<file path="config.mk">
export PLATFORM = sky130hd
export DESIGN_NAME = elevator_call_latch_flat
export DESIGN_NICKNAME = d
export VERILOG_FILES = /design/src/rtl/elevator_call_latch_pkg.sv /design/src/rtl/elevator_call_latch_if.sv /design/src/rtl/elevator_call_latch_debounce.sv /design/src/rtl/elevator_call_latch.sv /design/src/flat_wrapper.sv
export SDC_FILE = /design/constraint.sdc
export NUM_CORES = 1
export LEC_CHECK = 0
export CAP_MARGIN = 15
export CORE_AREA = 5 5 61 68
export CTS_CLUSTER_SIZE = 24
export DETAILED_ROUTE_END_ITERATION = 8
export DIE_AREA = 0 0 66 73
export HOLD_SLACK_MARGIN = 0.05
export PLACE_DENSITY = 0.74
export SLEW_MARGIN = 5
export SYNTH_ARGS = -nofsm -noshare
export SYNTH_HDL_FRONTEND = slang
export SYNTH_SLANG_ARGS = --single-unit
</file>
<file path="constraint.sdc">
create_clock -name clk -period 1.2 [get_ports clk]
set_clock_uncertainty 0.2 [all_clocks]
set_input_delay 0.18 -clock clk [delete_from_list [all_inputs] [get_ports clk]]
set_output_delay 0.18 -clock clk [all_outputs]
set_load 0.01 [all_outputs]
</file>
<file path="src/rtl/elevator_call_latch_pkg.sv">
// Shared elevator definitions: floor/clear-mask encodings, debounce state type
// and small decode helpers used by the call latch and the controller.
package elevator_pkg;

    localparam int NUM_FLOORS = 3;

    localparam logic [2:0] CLR_CAB = 3'b100;
    localparam logic [2:0] CLR_UP  = 3'b010;
    localparam logic [2:0] CLR_DN  = 3'b001;

    localparam logic [1:0] FLOOR_NONE = 2'd0;
    localparam logic [1:0] FLOOR_1    = 2'd1;
    localparam logic [1:0] FLOOR_2    = 2'd2;
    localparam logic [1:0] FLOOR_3    = 2'd3;

    typedef enum logic [1:0] {
        DB_LOW     = 2'd0,
        DB_CONF_HI = 2'd1,
        DB_HIGH    = 2'd2,
        DB_CONF_LO = 2'd3
    } db_state_t;

    // One-hot sensor vector to floor number; anything not exactly one-hot is "between floors".
    function automatic logic [1:0] encode_floor(input logic [NUM_FLOORS-1:0] sens);
        logic [1:0] floor_v;
        case (sens)
            3'b001:  floor_v = FLOOR_1;
            3'b010:  floor_v = FLOOR_2;
            3'b100:  floor_v = FLOOR_3;
            default: floor_v = FLOOR_NONE;
        endcase
        return floor_v;
    endfunction

    function automatic logic multi_hot(input logic [NUM_FLOORS-1:0] sens);
        logic multi_v;
        case (sens)
            3'b000, 3'b001, 3'b010, 3'b100: multi_v = 1'b0;
            default:                        multi_v = 1'b1;
        endcase
        return multi_v;
    endfunction

endpackage

</file>
<file path="src/rtl/elevator_call_latch_if.sv">
// Controller-facing bundle of the call latch: clear requests in, pending
// request vectors and floor status out.
interface elevator_call_latch_if;
    import elevator_pkg::*;

    logic                  clr_valid;
    logic [1:0]            clr_floor;
    logic [2:0]            clr_mask;
    logic [NUM_FLOORS-1:0] pend_f;
    logic [NUM_FLOORS-1:0] pend_u;
    logic [NUM_FLOORS-1:0] pend_d;
    logic [NUM_FLOORS-1:0] arrive;
    logic [1:0]            at_floor;
    logic                  sensor_err;

    modport master (
        output clr_valid, clr_floor, clr_mask,
        input  pend_f, pend_u, pend_d, arrive, at_floor, sensor_err
    );

    modport slave (
        input  clr_valid, clr_floor, clr_mask,
        output pend_f, pend_u, pend_d, arrive, at_floor, sensor_err
    );
endinterface

</file>
<file path="src/rtl/elevator_call_latch_debounce.sv">
// call_debounce: 2-flop synchronizer, optional debounce FSM (ELEVATOR_CALL_DEBOUNCE_EN)
// and rising-edge detector for one raw asynchronous input.
module call_debounce
    import elevator_pkg::*;
#(
    parameter int DEBOUNCE_CYCLES = 4,
    parameter int CNT_W           = $clog2(DEBOUNCE_CYCLES + 1)
) (
    input  logic clk,
    input  logic rst_n,
    input  logic raw,
    output logic level,
    output logic rise
);

    logic sync1_r;
    logic sync2_r;
    logic level_s;
    logic prev_r;

    // Two-stage synchronizer for the asynchronous raw level.
    always_ff @(posedge clk or negedge rst_n) begin
        if (!rst_n) begin
            sync1_r <= 1'b0;
            sync2_r <= 1'b0;
        end else begin
            sync1_r <= raw;
            sync2_r <= sync1_r;
        end
    end

`ifdef ELEVATOR_CALL_DEBOUNCE_EN
    localparam logic SINGLE_SAMPLE = (DEBOUNCE_CYCLES == 1);

    db_state_t        state_r;
    db_state_t        state_nxt_s;
    logic [CNT_W-1:0] cnt_r;
    logic [CNT_W-1:0] cnt_nxt_s;
    logic             reach_s;

    assign reach_s = ((cnt_r + CNT_W'(1)) == CNT_W'(DEBOUNCE_CYCLES));

    // Debounce state and sample counter registers.
    always_ff @(posedge clk or negedge rst_n) begin
        if (!rst_n) begin
            state_r <= DB_LOW;
            cnt_r   <= '0;
        end else begin
            state_r <= state_nxt_s;
            cnt_r   <= cnt_nxt_s;
        end
    end

    // Next state: a level change is accepted only after DEBOUNCE_CYCLES equal samples.
    always_comb begin
        state_nxt_s = state_r;
        cnt_nxt_s   = '0;
        case (state_r)
            DB_LOW: begin
                if (sync2_r) begin
                    if (SINGLE_SAMPLE) begin
                        state_nxt_s = DB_HIGH;
                    end else begin
                        state_nxt_s = DB_CONF_HI;
                        cnt_nxt_s   = CNT_W'(1);
                    end
                end else begin
                    state_nxt_s = DB_LOW;
                end
            end
            DB_CONF_HI: begin
                if (!sync2_r) begin
                    state_nxt_s = DB_LOW;
                end else if (reach_s) begin
                    state_nxt_s = DB_HIGH;
                end else begin
                    cnt_nxt_s = cnt_r + CNT_W'(1);
                end
            end
            DB_HIGH: begin
                if (!sync2_r) begin
                    if (SINGLE_SAMPLE) begin
                        state_nxt_s = DB_LOW;
                    end else begin
                        state_nxt_s = DB_CONF_LO;
                        cnt_nxt_s   = CNT_W'(1);
                    end
                end else begin
                    state_nxt_s = DB_HIGH;
                end
            end
            DB_CONF_LO: begin
                if (sync2_r) begin
                    state_nxt_s = DB_HIGH;
                end else if (reach_s) begin
                    state_nxt_s = DB_LOW;
                end else begin
                    cnt_nxt_s = cnt_r + CNT_W'(1);
                end
            end
            default: begin
                state_nxt_s = DB_LOW;
            end
        endcase
    end

    assign level_s = (state_r == DB_HIGH) || (state_r == DB_CONF_LO);
`else
    localparam int unused_cfg = DEBOUNCE_CYCLES + CNT_W;

    assign level_s = sync2_r;
`endif

    // Previous debounced level for edge detection.
    always_ff @(posedge clk or negedge rst_n) begin
        if (!rst_n) begin
            prev_r <= 1'b0;
        end else begin
            prev_r <= level_s;
        end
    end

    assign level = level_s;
    assign rise  = level_s & ~prev_r;

endmodule

</file>
<file path="src/rtl/elevator_call_latch.sv">
// elevator_call_latch: conditions 12 raw button/sensor inputs and latches sticky
// call requests for the controller. Debounce is built when ELEVATOR_CALL_DEBOUNCE_EN is defined.
module elevator_call_latch
    import elevator_pkg::*;
#(
    parameter int DEBOUNCE_CYCLES = 4,
    parameter int CNT_W           = $clog2(DEBOUNCE_CYCLES + 1)
) (
    input  logic                  clk,
    input  logic                  rst_n,
    input  logic                  f1,
    input  logic                  f2,
    input  logic                  f3,
    input  logic                  u1,
    input  logic                  u2,
    input  logic                  u3,
    input  logic                  d1,
    input  logic                  d2,
    input  logic                  d3,
    input  logic                  s1,
    input  logic                  s2,
    input  logic                  s3,
    elevator_call_latch_if.slave  bus
);

    logic [11:0]           raw_s;
    logic [11:0]           level_s;
    logic [11:0]           rise_s;
    logic [8:0]            btn_level_unused_s;
    logic [NUM_FLOORS-1:0] sens_s;
    logic [NUM_FLOORS-1:0] clr_sel_s;
    logic [NUM_FLOORS-1:0] clr_f_s;
    logic [NUM_FLOORS-1:0] clr_u_s;
    logic [NUM_FLOORS-1:0] clr_d_s;
    logic [NUM_FLOORS-1:0] pend_f_nxt_s;
    logic [NUM_FLOORS-1:0] pend_u_nxt_s;
    logic [NUM_FLOORS-1:0] pend_d_nxt_s;
    logic [1:0]            at_floor_nxt_s;
    logic                  multi_s;

    logic [NUM_FLOORS-1:0] pend_f_r;
    logic [NUM_FLOORS-1:0] pend_u_r;
    logic [NUM_FLOORS-1:0] pend_d_r;
    logic [NUM_FLOORS-1:0] arrive_r;
    logic [1:0]            at_floor_r;
    logic                  sensor_err_r;

    // Index map: [2:0] cab, [5:3] up, [8:6] down, [11:9] sensors; bit0 of each group is floor 1.
    assign raw_s = {s3, s2, s1, d3, d2, d1, u3, u2, u1, f3, f2, f1};

    for (genvar i = 0; i < 12; i++) begin : g_in
        call_debounce #(
            .DEBOUNCE_CYCLES(DEBOUNCE_CYCLES),
            .CNT_W          (CNT_W)
        ) u_db (
            .clk  (clk),
            .rst_n(rst_n),
            .raw  (raw_s[i]),
            .level(level_s[i]),
            .rise (rise_s[i])
        );
    end

    assign btn_level_unused_s = level_s[8:0];
    assign sens_s             = level_s[11:9];

    // Decode the controller's clear strobe into per-group bit masks.
    always_comb begin
        clr_sel_s = 3'b000;
        if (bus.clr_valid && (bus.clr_floor != FLOOR_NONE)) begin
            clr_sel_s = 3'b001 << (bus.clr_floor - 2'd1);
        end else begin
            clr_sel_s = 3'b000;
        end
        clr_f_s = ((bus.clr_mask & CLR_CAB) != 3'b000) ? clr_sel_s : 3'b000;
        clr_u_s = ((bus.clr_mask & CLR_UP)  != 3'b000) ? clr_sel_s : 3'b000;
        clr_d_s = ((bus.clr_mask & CLR_DN)  != 3'b000) ? clr_sel_s : 3'b000;
    end

    // Set is OR-ed in after the clear so a coincident press survives.
    always_comb begin
        pend_f_nxt_s   = (pend_f_r & ~clr_f_s) | rise_s[2:0];
        pend_u_nxt_s   = (pend_u_r & ~clr_u_s) | rise_s[5:3];
        pend_d_nxt_s   = (pend_d_r & ~clr_d_s) | rise_s[8:6];
        at_floor_nxt_s = encode_floor(sens_s);
        multi_s        = multi_hot(sens_s);
    end

    // Output registers: pending requests, arrival pulses, floor status, sticky error.
    always_ff @(posedge clk or negedge rst_n) begin
        if (!rst_n) begin
            pend_f_r     <= 3'b000;
            pend_u_r     <= 3'b000;
            pend_d_r     <= 3'b000;
            arrive_r     <= 3'b000;
            at_floor_r   <= FLOOR_NONE;
            sensor_err_r <= 1'b0;
        end else begin
            pend_f_r     <= pend_f_nxt_s;
            pend_u_r     <= pend_u_nxt_s;
            pend_d_r     <= pend_d_nxt_s;
            arrive_r     <= rise_s[11:9];
            at_floor_r   <= at_floor_nxt_s;
            sensor_err_r <= sensor_err_r | multi_s;
        end
    end

    assign bus.pend_f     = pend_f_r;
    assign bus.pend_u     = pend_u_r;
    assign bus.pend_d     = pend_d_r;
    assign bus.arrive     = arrive_r;
    assign bus.at_floor   = at_floor_r;
    assign bus.sensor_err = sensor_err_r;

endmodule

</file>
<file path="src/flat_wrapper.sv">
// flat-port wrapper written by rule: the top's interface ports become plain ports
module elevator_call_latch_flat import elevator_pkg::*;
#(
    parameter int DEBOUNCE_CYCLES = 4,
    parameter int CNT_W           = $clog2(DEBOUNCE_CYCLES + 1)
)
  (clk, rst_n, f1, f2, f3, u1, u2, u3, d1, d2, d3, s1, s2, s3, bus_clr_valid, bus_clr_floor, bus_clr_mask, bus_pend_f, bus_pend_u, bus_pend_d, bus_arrive, bus_at_floor, bus_sensor_err);
  elevator_call_latch_if bus_i ();
  input  logic clk;
  input  logic rst_n;
  input  logic f1;
  input  logic f2;
  input  logic f3;
  input  logic u1;
  input  logic u2;
  input  logic u3;
  input  logic d1;
  input  logic d2;
  input  logic d3;
  input  logic s1;
  input  logic s2;
  input  logic s3;
  input wire logic [$bits(bus_i.clr_valid)-1:0] bus_clr_valid;
  input wire logic [$bits(bus_i.clr_floor)-1:0] bus_clr_floor;
  input wire logic [$bits(bus_i.clr_mask)-1:0] bus_clr_mask;
  output wire logic [$bits(bus_i.pend_f)-1:0] bus_pend_f;
  output wire logic [$bits(bus_i.pend_u)-1:0] bus_pend_u;
  output wire logic [$bits(bus_i.pend_d)-1:0] bus_pend_d;
  output wire logic [$bits(bus_i.arrive)-1:0] bus_arrive;
  output wire logic [$bits(bus_i.at_floor)-1:0] bus_at_floor;
  output wire logic [$bits(bus_i.sensor_err)-1:0] bus_sensor_err;
  assign bus_i.clr_valid = bus_clr_valid;
  assign bus_i.clr_floor = bus_clr_floor;
  assign bus_i.clr_mask = bus_clr_mask;
  assign bus_pend_f = bus_i.pend_f;
  assign bus_pend_u = bus_i.pend_u;
  assign bus_pend_d = bus_i.pend_d;
  assign bus_arrive = bus_i.arrive;
  assign bus_at_floor = bus_i.at_floor;
  assign bus_sensor_err = bus_i.sensor_err;
  elevator_call_latch #(.DEBOUNCE_CYCLES(DEBOUNCE_CYCLES), .CNT_W(CNT_W)) u_core (.clk(clk), .rst_n(rst_n), .f1(f1), .f2(f2), .f3(f3), .u1(u1), .u2(u2), .u3(u3), .d1(d1), .d2(d2), .d3(d3), .s1(s1), .s2(s2), .s3(s3), .bus(bus_i));
endmodule
</file>
# [Word-level counts from Yosys, hierarchy flattened]
# Cells that the tools add are included.
[word_totals] regBits=51 latch_bits=0 mem_bits_rw=0 mem_bits_ro=0 inputBits=20 out_inout_bits=15 mem_count=0
[op_classes] add_sub_neg=1 n_mul=0 div=0 order_cmp=0 n_eq_ne=3 n_shift=1 mux=6 n_bitwise=34 reduce_logical=4
[ops] operator="$and 1x1->1" n=12
[ops] operator="$mux 3" n=4
[ops] operator="$not 1->1" n=12
[ops] operator="$and 3x3->3" n=3
[ops] operator="$not 3->3" n=3
[ops] operator="$or 3x3->3" n=3
[ops] operator="$pmux 2 s3" n=1
[ops] operator="$reduce_or 4->1" n=1
[ops] operator="$eq 3x1->1 const B" n=1
[ops] operator="$eq 3x2->1 const B" n=1
[ops] operator="$eq 3x3->1 const B" n=1
[ops] operator="$logic_not 3->1" n=1
[ops] operator="$shl 1x2->3 const A" n=1
[ops] operator="$reduce_bool 2->1" n=1
[ops] operator="$sub 2x1->2 const B" n=1
[ops] operator="$logic_and 1x1->1" n=1
[ops] operator="$mux 1" n=1
[ops] operator="$or 1x1->1" n=1

# [Depth between registers and ports, before layout]
# Gate-level depths: netlist of the first run.
[depth] depth_word=7 ltp_mapped=3 mapped_depth_nobuf=2

# [By module]
# From an unflattened synthesis of the first run, not the netlist that was laid out.
[hier_totals] cells_unflattened=91 hier_area_um2=1651.6
[modules_own_cells] module="call_debounce" n_inst=12 cells_per_inst=4 area_each_um2=88.8 seq_area_each_um2=75.1
[modules_own_cells] module="elevator_call_latch" n_inst=1 cells_per_inst=43 area_each_um2=585.6 seq_area_each_um2=375.4

# [Worst setup path before layout of the first run]
# OpenSTA, ideal clock, no wires.
[synth_timing] path_kind="reg2reg" from="reg u_core.g_in[11].u_db.sync2_r" to="reg u_core.sensor_err_r (netlist: u_core.bus.sensor_err)" setup_time_ps=124 t_arrival_ps=630 t_required_ps=876 setup_slack_ps=246 path_stages_with_launch=3 path_buffers=0 synth_period_minus_slack_ps=954 cell_sequence="dfrtp_1 > a21oi_1 > o21bai_1"
[synth_via] elab_chain_cells=4
[synth_lines] element="start: declaration" line_no="elevator_call_latch_debounce.sv:17" rtl="logic sync2_r;"
[synth_lines] element="start signal: assignment" line_no="elevator_call_latch_debounce.sv:28" rtl="sync2_r <= sync1_r;"
[synth_lines] element="$eq 3x1->1, or another cell as far along" line_no="elevator_call_latch_pkg.sv:37" rtl="case (sens)"
[synth_lines] element="$reduce_or 4->1 *" line_no="elevator_call_latch_pkg.sv:37"
[synth_lines] element="$mux 1 *" line_no="elevator_call_latch_pkg.sv:37"
[synth_lines] element="$or 1x1->1 *" line_no="elevator_call_latch.sv:104" rtl="sensor_err_r <= sensor_err_r | multi_s;"
[synth_lines] element="end signal: assignment" line_no="elevator_call_latch.sv:104"
[synth_lines] element="end: declaration" line_no="elevator_call_latch.sv:46" rtl="logic sensor_err_r;"
# Every way passes the cells marked *; elsewhere a longest branch is shown, timed or not.

# [Worst setup path after layout of the first run]
[layout_timing] from="reg u_core.pend_d_r[0] (netlist: u_core.bus.pend_d[0])" to="out bus_pend_d[0]"
[layout_rtl] element="start: declaration" line_no="elevator_call_latch.sv:43" rtl="logic [NUM_FLOORS-1:0] pend_d_r;"
[layout_rtl] element="start signal: assignment" line_no="elevator_call_latch.sv:101" rtl="pend_d_r <= pend_d_nxt_s;"
[layout_rtl] element="end: declaration" line_no="flat_wrapper.sv:28" rtl="output wire logic [$bits(bus_i.pend_d)-1:0] bus_pend_d;"
# No word-level cell between the ends.

==> results of run 1 <==
[worst min path at each step]
| stage | start | slack, ps | endpoint | depth (start not counted) |
|---|---|---|---|---|
| after floorplan | rst_n | -320 | u_core.bus.arrive[0]$_DFF_PN0_ | 0 |
| after global placement | rst_n | -20 | u_core.g_in[7].u_db.sync1_r$_DFF_PN0_ | 2 |
| after detailed placement | rst_n | -10 | u_core.g_in[7].u_db.sync1_r$_DFF_PN0_ | 2 |
| after CTS | s1 | 100 | u_core.g_in[9].u_db.sync1_r$_DFF_PN0_ | 1 |
| after global routing | s1 | 90 | u_core.g_in[9].u_db.sync1_r$_DFF_PN0_ | 1 |
| final | s3 | 110 | u_core.g_in[11].u_db.sync1_r$_DFF_PN0_ | 1 |
[flip-flops by register name, summed over array words and instances (netlist names)]
name	flops
u_core.g_in.u_db.level	12
u_core.bus.pend_f	3
u_core.bus.sensor_err	1
u_core.g_in.u_db.sync1_r	12
u_core.bus.arrive	3
u_core.bus.pend_u	3
u_core.bus.pend_d	3
u_core.g_in.u_db.prev_r	12
u_core.bus.at_floor	2
[layout make-up]
cell class                 count  area, µm²  share of cell area
multi-input combinational     28        210               0.101
inverter                       9       33.8              0.0162
sequential                    51       1280               0.613
clock inverter                 1       7.51             0.00361
tap                           50       62.6              0.0300
timing repair buffer          48        395               0.190
clock buffer                   7       96.3              0.0463
[power by group]
group | switching, W | internal [W]
Clock | 0.000520 | 0.000524
Combinational | 0.000121 | 0.000175
Sequential | 0.0000463 | 0.00182
Total | 0.000687 | 0.00252
[synth_stat cells, drive strengths merged]
cell    number  area (µm²)
buf          3        27.5
xnor2        2        17.5
o21bai       1        7.51
nor2b        3        18.8
a21oi        1        5.00
nand4b       6        52.6
nor2         3        11.3
inv          9        33.8
nand4        3        18.8
dfrtp       51        1280
a22o         9        78.8
[metrics by stage]
step                      total power, W  utilization  TNS [ps]  hold slack (ps)
final                            0.00320        0.598     -88.8              111
after global routing             0.00335        0.598      -527             92.8
after CTS                        0.00322        0.588      -207             99.9
after detailed placement         0.00219        0.567     -3420            -12.9
after global placement           0.00218        0.567     -2860            -20.5
after floorplan                  0.00197            -         0             -316
[logic make-up (layout without fill, tap and decap cells)]
kind of cell | after synthesis | after routing | synth area share
flip-flops | 51 | 51 | 0.825
buffers and inverters | 12 | 65 | 0.0396
AND/OR/NAND/NOR | 15 | 15 | 0.0655
AO/OA/AOI/OAI | 11 | 11 | 0.0590
XOR/XNOR | 2 | 2 | 0.0113
[metal layers]
metal | up-vias | global-route usage
met2 | 20 | 0.197
met1 | 428 | 0.137
li1 | 404 | -
met3 | 5 | 0.0555
met5 | - | 0
met4 | 0 | 0.0474
[repair_timing]
| item | CTS | global route |
|---|---|---|
| buffers inserted | 4 | 3 |
| endpoints found under the setup margin | 17 | 15 |
| hold buffers | 1 | 0 |
| resized for setup | 64 | 2 |
| hold endpoints to repair | 51 | 0 |
==> flow_metrics.tcl, run 1 <==
set metrics [dict create \
    dpl.hpwl_um 1740 \
    critPathLaunch "u_core.bus.pend_d[0]$_DFF_PN0_" \
    met3_length_um 156 \
    grt_pass1_wl_um 4130 \
    drt-initial-drc-count 41 \
    cts_tree "built" \
    die_h_um 73 \
    drive_gt1_frac 0.257 \
    area_delta_synth_final_pct 34.5 \
    port_buffers 34 \
    fin_crit_sh 1.03 \
    maxCapViolCount 0 \
    critical_path_class "reg -> out" \
    clock-sinks 51 \
    fin_ws_ps -32.3 \
    cp-end-kind "output pin" \
    ant_nets 0 \
    start_kind "flop" \
    worst_ir_drop_vdd_mv 1.05 \
    grt_overflow 0 \
    initial_utilization 0.444 \
    clk-insertion-delay-late_ps 300 \
    crit_chain "buf_2" \
    htree_num_levels 2 \
    slowest_delay_ps 400 \
    hold_path_class "in -> reg" \
    hold_viol 0 \
    n_antenna_cell 0 \
    core_um2 3480 \
    std_cell_rows 23 \
    power.leakage_nw 0.969 \
    path_delay_family "flip-flops" \
    maxSlewViolCount 0 \
    status "complete, but fails checks" \
    ys_types 12 \
    grt_pass1_vias 867 \
    dpl.cell_count 178 \
    ys_seq_elements 51 \
    period_needed_ps 1230 \
    nFillCells 276 \
    violations "setup timing" \
    cp.required_ps 820 \
    wire_per_inst_um 13.3 \
    grt_max_degree 52 \
    rsz0062_at_grt "true" \
    layout.cells.non_filler 194 \
    synthesis.area_um2 1550 \
    vias 857 \
    die_area_um2 4820 \
    synth.net_count 111 \
    max_freq_mhz 811 \
    final_area_um2 2080 \
    die_x_um 66 \
    cp_max_fo 2 \
    power_density_nw_per_um2 1540 \
    tightest_slew_ps 297 \
    endpoint "bus_pend_d[0]" \
    cp_num_cells 1 \
    layout.nets 163 \
    setup_viol 6 \
    crit_buf_inv 1 \
    syn_area_per_cell_um2 17.0 \
    drt_pass1_iterations 3 \
    ys_seq_area_frac 0.825 \
    cts_made_buffers 5 \
    final_common_cell "dfrtp_1" \
    r2r_end "u_core.bus.pend_u[2]$_DFF_PN0_" \
    grtUsageTotal 0.120 \
    met1_length_um 1020 \
    cts_root_buffer "clkbuf_8" \
    rrSetupSlack_ps 50 \
    gp_congestion 0.683 \
    layout_common_cells "dfrtp_1 (51), clkdlybuf4s50_1 (15), buf_2 (13)" \
    antenna_found_initial 0 \
    io_pins 35 \
    timing.rr.start "u_core.bus.pend_u[2]$_DFF_PN0_" \
    dr.max_layer_used "met4" \
    wl_met2_um 1360 \
    drc_errors 0 \
    cp.arrival_ps 850 \
    clk_path_buf_depth 2 \
    via_per_inst 4.42 \
    wl_um 2570 \
    dpl_cell_area_um2 1980 \
    preCtsSetupSlack_ps -374 \
    critical-path-slowest-cell "dfrtp_1" \
    relSlewSlack 0.802 \
    clk_pin_slew_ps 90 \
    reg2reg_depth 3 \
    yosysWarnings 0 \
    synthCells 91 \
]
No activity file was read; power rests on OpenSTA's default activity.
==> inputs of run 2 (changes only) <==
--- a/config.mk
+++ b/config.mk
@@ -6,12 +6,14 @@
 export NUM_CORES = 1
 export LEC_CHECK = 0
 export CAP_MARGIN = 15
-export CORE_AREA = 5 5 61 68
+export CORE_AREA = 5 5 59 66
+export CTS_BUF_LIST = sky130_fd_sc_hd__clkbuf_8
 export CTS_CLUSTER_SIZE = 24
 export DETAILED_ROUTE_END_ITERATION = 8
-export DIE_AREA = 0 0 66 73
+export DIE_AREA = 0 0 64 71
+export GPL_ROUTABILITY_DRIVEN = 1
 export HOLD_SLACK_MARGIN = 0.05
-export PLACE_DENSITY = 0.74
+export PLACE_DENSITY = 0.79
 export SLEW_MARGIN = 5
 export SYNTH_ARGS = -nofsm -noshare
 export SYNTH_HDL_FRONTEND = slang
==> run 2 against run 1 <==
  * The run still ends with setup timing left
  * Sequential share of layout area grew 2.7 points
  * Critical path type unchanged
  * Hold slack gained 11 ps
  * Worst setup slack gained 8.0 ps
  * Critical path depth is the same
  * Sequential cell count is the same
  * Sequential power is essentially flat
  * Utilization grew 2.2 points
  * Register-to-register slack gained 30 ps
  * Largest power group unchanged
  * Cell count shrank 9.3%
==> flow_metrics.tcl, run 2 (synthesis results as in run 1) <==
set metrics [dict create \
    cp.required_ps 820 \
    slowest_delay_ps 410 \
    gp_congestion 0.671 \
    vias 845 \
    rrSetupSlack_ps 80 \
    via_per_inst 4.80 \
    critPathLaunch "u_core.bus.pend_f[2]$_DFF_PN0_" \
    htree_num_levels 2 \
    r2r_end "u_core.bus.pend_d[1]$_DFF_PN0_" \
    rsz0062_at_grt "true" \
    ant_nets 0 \
    status "complete, but fails checks" \
    cts_tree "built" \
    clk_path_buf_depth 2 \
    wire_per_inst_um 14.0 \
    maxSlewViolCount 0 \
    endpoint "bus_pend_f[2]" \
    grtUsageTotal 0.118 \
    power_density_nw_per_um2 1500 \
    initial_utilization 0.481 \
    relSlewSlack 0.807 \
    layout_common_cells "dfrtp_1 (51), buf_2 (16), clkdlybuf4s50_1 (15)" \
    hold_path_class "in -> reg" \
    maxCapViolCount 0 \
    crit_buf_inv 1 \
    crit_chain "buf_2" \
    port_buffers 34 \
    fin_ws_ps -24.3 \
    power.leakage_nw 0.953 \
    reg2reg_depth 3 \
    cp_num_cells 1 \
    die_x_um 64 \
    grt_max_degree 52 \
    fin_crit_sh 1.02 \
    io_pins 35 \
    drt_pass1_iterations 4 \
    worst_ir_drop_vdd_mv 1.03 \
    cp_max_fo 2 \
    drc_errors 0 \
    layout.cells.non_filler 176 \
    timing.rr.start "u_core.bus.pend_d[1]$_DFF_PN0_" \
    core_um2 3220 \
    cp-end-kind "output pin" \
    violations "setup timing" \
    cts_made_buffers 5 \
    grt_pass1_wl_um 4110 \
    clock-sinks 51 \
    critical-path-slowest-cell "dfrtp_1" \
    layout.nets 158 \
    clk_pin_slew_ps 80 \
    setup_viol 2 \
    wl_um 2460 \
    hold_ws_ps 123 \
    die_h_um 71 \
    cp.arrival_ps 840 \
    final_common_cell "dfrtp_1" \
    drive_gt1_frac 0.216 \
    tightest_slew_ps 289 \
    start_kind "flop" \
    drt-initial-drc-count 22 \
    max_freq_mhz 817 \
    std_cell_rows 22 \
    critical_path_class "reg -> out" \
    grt_pass1_vias 922 \
    area_delta_synth_final_pct 28.9 \
    clk-insertion-delay-late_ps 290 \
    period_needed_ps 1220 \
    dpl.cell_count 163 \
    hold_viol 0 \
    cts_root_buffer "clkbuf_8" \
    antenna_found_initial 1 \
    path_delay_family "flip-flops" \
    die_area_um2 4540 \
    dpl.hpwl_um 1750 \
    grt_overflow 0 \
]
[run 2: cell count changes in the layout (fill, tap and decap cells not counted), sizes merged, moves of 2 or more]
cell,previous run,this run
clkbuf,7,5
dlymetal6s2s,0,2
inv,9,11
buf,29,24
dlygate4sd2,3,1
[run 2: worst min-delay path by stage]
stage,start,to,cells after the start
3_5_place_dp,rst_n,u_core.g_in[1].u_db.sync1_r$_DFF_PN0_,2
2_1_floorplan,rst_n,u_core.bus.arrive[0]$_DFF_PN0_,0
5_1_grt,d2,u_core.g_in[7].u_db.sync1_r$_DFF_PN0_,1
6_report,d2,u_core.g_in[7].u_db.sync1_r$_DFF_PN0_,1
4_1_cts,d2,u_core.g_in[7].u_db.sync1_r$_DFF_PN0_,1
3_3_place_gp,rst_n,u_core.g_in[1].u_db.sync1_r$_DFF_PN0_,2
[run 2: power by group]
| group | internal (W) | switching (W) |
|---|---|---|
| clock network | 0.000392 | 0.000485 |
| registers | 0.00182 | 0.0000459 |
| logic | 0.000147 | 0.000113 |
[run 2: final cells by class]
type,instances,area (µm²)
clock inverter,3,12.5
tap,36,45.0
clock buffer,5,68.8
sequential,51,1280
multi-input combinational,28,210
antenna,1,2.50
fill,267,1220
inverter,9,33.8
timing repair buffer,43,347
[run 2: layer usage]
layer  track usage  vias up  part of all wire
met2         0.188       21              0.53
li1              -      397                 -
met4        0.0693        0             0.016
met1         0.139      422              0.41
met3        0.0365        5             0.048
met5             0        -                 0
[run 2: metrics by stage]
step	power [W]	instance area, µm²	setup slack (ps)	setup TNS, ps	util
6_report	0.00300	2000	-24.3	-40.1	0.620
3_5_place_dp	0.00219	1950	-319	-3240	0.606
5_1_grt	0.00314	2000	-54.3	-346	0.620
3_3_place_gp	0.00218	1950	-281	-2840	0.606
4_1_cts	0.00304	1970	-41.3	-114	0.613
2_1_floorplan	0.00197	1550	246	0	-
[run 2: repair_timing]
item                                   CTS  global route
hold buffers                             1             0
resized for setup                       61             2
gates cloned                             0             0
buffers inserted                         1             2
setup endpoints to repair               16            18
endpoints found under the hold margin   51             0
